$ cat config.mk
export PLATFORM = sky130hd
export DESIGN_NAME = uart_tx_drain_flat
export DESIGN_NICKNAME = d
export VERILOG_FILES = /design/src/rtl/uart_tx_drain_if.sv /design/src/rtl/uart_tx_drain.sv /design/src/flat_wrapper.sv
export SDC_FILE = /design/constraint.sdc
export NUM_CORES = 1
export LEC_CHECK = 0
export CAP_MARGIN = 5
export CORE_UTILIZATION = 30
export DETAILED_ROUTE_END_ITERATION = 12
export GPL_TIMING_DRIVEN = 0
export SYNTH_ARGS = -nofsm -noshare
export SYNTH_HDL_FRONTEND = slang
export SYNTH_SLANG_ARGS = --single-unit
$ cat constraint.sdc
create_clock -name clock -period 3.1 [get_ports clock]
set_input_delay 0.62 -clock clock [delete_from_list [all_inputs] [get_ports clock]]
set_output_delay 0.62 -clock clock [all_outputs]
set_load 0.02 [all_outputs]
$ cat src/rtl/uart_tx_drain_if.sv
// Link between the FIFO-draining UART transmitter and its surroundings:
// FIFO read side plus the serial line and frame status.
interface uart_tx_drain_if;
    logic       fifo_empty;
    logic [7:0] fifo_data;
    logic       fifo_rd;
    logic       tx;
    logic       busy;
    logic       tx_done;

    modport master (
        input  fifo_empty,
        input  fifo_data,
        output fifo_rd,
        output tx,
        output busy,
        output tx_done
    );

    modport slave (
        output fifo_empty,
        output fifo_data,
        input  fifo_rd,
        input  tx,
        input  busy,
        input  tx_done
    );
endinterface

$ cat src/rtl/uart_tx_drain.sv
// UART transmitter that pulls bytes from an upstream FIFO and frames them as
// start, 8 data bits LSB first, optional even parity, and 1 or 2 stop bits.
module uart_tx_drain #(
    parameter int CLKS_PER_BIT = 1252,
    parameter int PARITY_EN    = 0,
    parameter int STOP_BITS    = 1
) (
    input  logic           clock,
    input  logic           reset,
    uart_tx_drain_if.master link
);

    localparam int               CNT_W     = (CLKS_PER_BIT > 1) ? $clog2(CLKS_PER_BIT) : 1;
    localparam logic [CNT_W-1:0] BAUD_LAST = CNT_W'(CLKS_PER_BIT - 1);
    localparam logic             STOP_LAST = (STOP_BITS == 2);

    typedef enum logic [2:0] {
        IDLE,
        FETCH,
        LOAD,
        START,
        DATA,
        PARITY,
        STOP
    } state_t;

    state_t           state;
    state_t           state_next;
    logic [CNT_W-1:0] baud_cnt;
    logic [CNT_W-1:0] baud_next;
    logic [2:0]       bit_cnt;
    logic [2:0]       bit_next;
    logic             bit_term;
    logic             bit_term_next;
    logic             stop_cnt;
    logic             stop_next;
    logic [7:0]       shift_reg;
    logic [7:0]       shift_next;
    logic             parity_reg;
    logic             parity_next;
    logic             baud_wrap;

    logic             tx_q;
    logic             fifo_rd_q;
    logic             busy_q;
    logic             tx_done_q;
    logic             tx_d;
    logic             tx_done_d;

    function automatic logic line_level(input state_t s, input logic data_lsb, input logic par_bit);
        case (s)
            START:   line_level = 1'b0;
            DATA:    line_level = data_lsb;
            PARITY:  line_level = par_bit;
            default: line_level = 1'b1;
        endcase
    endfunction

    always_comb begin
        state_next    = state;
        baud_next     = baud_cnt;
        bit_next      = bit_cnt;
        bit_term_next = bit_term;
        stop_next     = stop_cnt;
        shift_next    = shift_reg;
        parity_next   = parity_reg;
        baud_wrap     = (baud_cnt == BAUD_LAST);

        case (state)
            IDLE: begin
                if (!link.fifo_empty) begin
                    state_next = FETCH;
                end
            end
            FETCH: begin
                state_next = LOAD;
            end
            LOAD: begin
                shift_next    = link.fifo_data;
                parity_next   = ^link.fifo_data;
                baud_next     = '0;
                bit_next      = '0;
                bit_term_next = 1'b0;
                stop_next     = 1'b0;
                state_next    = START;
            end
            START: begin
                if (baud_wrap) begin
                    baud_next  = '0;
                    state_next = DATA;
                end else begin
                    baud_next = baud_cnt + 1'b1;
                end
            end
            DATA: begin
                if (baud_wrap) begin
                    baud_next                 = '0;
                    shift_next                = {1'b0, shift_reg[7:1]};
                    {bit_term_next, bit_next} = {1'b0, bit_cnt} + 4'd1;
                    // The terminal flag marks the eighth bit; the count only restarts in LOAD.
                    if (bit_term_next) begin
                        state_next = (PARITY_EN != 0) ? PARITY : STOP;
                    end
                end else begin
                    baud_next = baud_cnt + 1'b1;
                end
            end
            PARITY: begin
                if (baud_wrap) begin
                    baud_next  = '0;
                    state_next = STOP;
                end else begin
                    baud_next = baud_cnt + 1'b1;
                end
            end
            STOP: begin
                if (baud_wrap) begin
                    baud_next = '0;
                    if (stop_cnt == STOP_LAST) begin
                        state_next = link.fifo_empty ? IDLE : FETCH;
                    end else begin
                        stop_next = 1'b1;
                    end
                end else begin
                    baud_next = baud_cnt + 1'b1;
                end
            end
            default: begin
                state_next = IDLE;
            end
        endcase

        // Outputs are registered from the next state so they line up with it cycle for cycle.
        tx_d      = line_level(state_next, shift_next[0], parity_next);
        tx_done_d = (state_next == STOP) && (baud_next == BAUD_LAST) && (stop_next == STOP_LAST);
    end

    always_ff @(posedge clock) begin
        if (!reset) begin
            state     <= IDLE;
            baud_cnt  <= '0;
            bit_cnt   <= '0;
            bit_term  <= 1'b0;
            stop_cnt  <= 1'b0;
            tx_q      <= 1'b1;
            fifo_rd_q <= 1'b0;
            busy_q    <= 1'b0;
            tx_done_q <= 1'b0;
        end else begin
            state     <= state_next;
            baud_cnt  <= baud_next;
            bit_cnt   <= bit_next;
            bit_term  <= bit_term_next;
            stop_cnt  <= stop_next;
            tx_q      <= tx_d;
            fifo_rd_q <= (state_next == FETCH);
            busy_q    <= (state_next != IDLE);
            tx_done_q <= tx_done_d;
        end
    end

    // Byte and parity holding registers carry no control meaning and skip reset.
    always_ff @(posedge clock) begin
        shift_reg  <= shift_next;
        parity_reg <= parity_next;
    end

    assign link.tx      = tx_q;
    assign link.fifo_rd = fifo_rd_q;
    assign link.busy    = busy_q;
    assign link.tx_done = tx_done_q;

endmodule

$ cat src/flat_wrapper.sv
// flat-port wrapper written by rule: the top's interface ports become plain ports
module uart_tx_drain_flat 
#(
    parameter int CLKS_PER_BIT = 1252,
    parameter int PARITY_EN    = 0,
    parameter int STOP_BITS    = 1
)
  (clock, reset, link_fifo_empty, link_fifo_data, link_fifo_rd, link_tx, link_busy, link_tx_done);
  uart_tx_drain_if link_i ();
  input  logic clock;
  input  logic reset;
  input wire logic [$bits(link_i.fifo_empty)-1:0] link_fifo_empty;
  input wire logic [$bits(link_i.fifo_data)-1:0] link_fifo_data;
  output wire logic [$bits(link_i.fifo_rd)-1:0] link_fifo_rd;
  output wire logic [$bits(link_i.tx)-1:0] link_tx;
  output wire logic [$bits(link_i.busy)-1:0] link_busy;
  output wire logic [$bits(link_i.tx_done)-1:0] link_tx_done;
  assign link_i.fifo_empty = link_fifo_empty;
  assign link_i.fifo_data = link_fifo_data;
  assign link_fifo_rd = link_i.fifo_rd;
  assign link_tx = link_i.tx;
  assign link_busy = link_i.busy;
  assign link_tx_done = link_i.tx_done;
  uart_tx_drain #(.CLKS_PER_BIT(CLKS_PER_BIT), .PARITY_EN(PARITY_EN), .STOP_BITS(STOP_BITS)) u_core (.clock(clock), .reset(reset), .link(link_i));
endmodule
==> results.txt <==
CTS sink cnt - 31
asr flop ratio synth - 0%
core area - 0.00568 mm2
FMAX - 381 MHz
cts hold-fix bufs - 0
GPL Wtd Cong - 0.848
die area - 0.00635 mm2
number of synthesized register bits - 31
part of the cycle the worst path needs - 84.7%
Vias - 1569
clock skew - 0.00887 ns
CP startpoint kind - flop
initial antenna violation count - 0
Vias/cell - 5.16
layout net count - 244
# diodes - 0
DRT iter0 DRCs - 104
yosys warns - 0
clock root buffer - clkbuf_8
die width - 79.7 um
drt total wl - 4.19 mm
RSZ-0062 raised after global routing - no
Ports - 15
vias in the first global route - 1431
final setup vio count - 0
Worst Reg2Reg Path Length in Cells - 8
outcome - finished clean
post-CTS sizing - 0
WL/cell - 13.8 um
Syn-to-layout area delta - 17.4%
count leader, synth - dfxtp_1
Fin Setup TNS - 0 ns
CTS max path bufs - 2
CP Launch Point - u_core.baud_cnt[0]
drt drc - 0
Syn Area/Cell - 8.62 um2
Clock Latency Late Sink - 0.28 ns
total track usage - 14.3%
area fraction of the dominant cell type after synthesis - 26.6%
layout cells sized above 1 - 12.1%
synth unique cells - 54
post-synthesis net count - 223
Post-Syn Area - 0.00181 mm2
Synth Instances - 210
critical path fanouts, max - 10
Hold Violations, Final - 0
drt first pass iters - 4
Port Buffers - 14
first-pass GRT wire length - 6.96 mm
cell taking the most area after synthesis - dfxtp_1
top cells by area, synth - dfxtp_1 (27%), edfxtp_1 (12%), xnor2_1 (4.4%)
Peak supply drop - 0.000199 V
Period minus WS final - 2.63 ns
Leakage - 0.755 nW
post-CTS setup buffers - 0
worst endpoint required time - 3.27 ns
fill count - 594
max reg flops - 11
GRT overflow - 0
sequential fraction of the synthesis area - 38.2%
Post-synth top cells - dfxtp_1 (24), nand2_1 (16), nor2_1 (11), o21ai_0 (11), a21oi_1 (10)
number of max-cap violations - 0
Setup Crit Path Kind - flop to flop
WHS Path Cells - 2
Num CTS Buffers - 5
largest net degree at the start of global routing - 11
FF-to-FF End - u_core.link.tx_done
CTS tree - built
Post-synth EDFFs - 7
clock transition at the registers of the reported paths - 0.07 ns
max-slew violations - 0
Synth Flop Type - dfxtp_1
crit path DAT - 2.80 ns
Die Y - 79.7 um
hold endpoint - u_core.shift_reg[0]
starting density of the core - 31.9%
pwr dens - 426 mW/mm2
Worst setup EP type - flop
Rel. slew slack - 61.7%
row cnt - 27
hold crit path type - flop to flop
Crit Reg-Reg Startpoint - u_core.baud_cnt[0]
H-tree level count - 2
post-route antenna net violation count - 0
Pwr Total - 905 uW
FF-to-FF setup slack - 0.47 ns
min-delay src - u_core.shift_reg[0]
DP HPWL - 2.95 mm
worst slew pin tran - 0.572 ns
metal layers:
metal	GRT usage, %	wire [um]	share of wire, %	vias up
li1	-	-	-	815
met1	19.6	2140	51	716
met2	21.3	1830	44	33
met3	4.00	174	4.2	5
met4	4.55	42	1.0	0
met5	0	0	0	-
layout by cell type (no fill, tap or decap), types with 2 or more instances in the layout:
cell	n
and2_1	8
or3b_2	2
and3_1	5
nor4b_1	2
nand3_1	9
a211oi_1	4
nand3b_1	3
a21oi_1	10
xnor2_1	9
clkbuf_8	5
a22oi_1	2
o211a_1	2
nor2_1	11
clkbuf_1	8
nor3_1	8
o21a_1	3
o21ai_0	11
edfxtp_1	7
clkinv_1	3
dfxtp_1	24
a22o_1	6
xor2_1	2
clkdlybuf4s50_1	14
nand2b_1	3
inv_1	4
buf_2	7
nor2b_1	3
o22ai_1	2
o31ai_1	2
nor4_1	3
a31oi_1	3
nand2_1	16
ha_1	2
nand4_1	4
or2_2	3
through the flow:
stage / setup WS [ns] / utilization (%) / std cells / instance area (um2) / hold WS [ns]
3_5_place_dp: 0.529 / 35.9 / 296 / 2040 / 0.463
3_3_place_gp: 0.526 / 35.9 / 296 / 2040 / 0.467
5_1_grt: 0.294 / 37.4 / 304 / 2120 / 0.516
6_report: 0.474 / 37.4 / 304 / 2120 / 0.480
2_1_floorplan: 0.907 / - / 210 / 1810 / 0.433
4_1_cts: 0.505 / 37.4 / 304 / 2120 / 0.481
where the power goes:
group / total [mW] / switching, mW / internal [mW]
clock network: 0.303 / 0.151 / 0.152
logic: 0.152 / 0.0887 / 0.0631
registers: 0.450 / 0.00945 / 0.441
total: 0.905 / 0.249 / 0.656
critical path, stage by stage, from the launching register on:
cell	delay [ns]
dfxtp_1	0.42
ha_1	0.33
or4b_4	0.54
nor3_1	0.24
buf_2	0.27
o21ai_0	0.10
a31oi_1	0.33
a211oi_1	0.08
and4_1	0.21
cells by family (layout without fill, tap and decap cells):
| kind of cell | count (synthesis) | after routing | synth area share (%) |
|---|---|---|---|
| buffers and inverters | 21 | 43 | 5.26 |
| adders and majority gates | 2 | 2 | 1.38 |
| xor gates and xnor gates | 11 | 11 | 5.33 |
| DFF | 31 | 31 | 38.2 |
| and+or+nand+nor | 89 | 89 | 28.5 |
| AOI/OAI and AO/OA | 56 | 56 | 21.4 |
layout make-up:
class,count,area [um2],share of cell area [%]
multi-input combinational,158,1020,48.2
sequential,31,691,32.5
timing repair buffer,14,140,6.60
tap,72,90.1,4.24
buffer,16,76.3,3.59
clock buffer,5,68.8,3.24
inverter,5,18.8,0.884
clock inverter,3,15.0,0.707
worst max path at each step:
stage / end / slack, ns / cells past startpoint
after floorplan: u_core.shift_reg[1] / 0.91 / 6
after global placement: u_core.link.tx_done / 0.53 / 8
after detailed placement: u_core.link.tx_done / 0.53 / 8
after CTS: u_core.link.tx_done / 0.50 / 8
after global routing: u_core.link.tx_done / 0.29 / 8
final: u_core.link.tx_done / 0.47 / 8
Power figures use the tool's default switching activity.
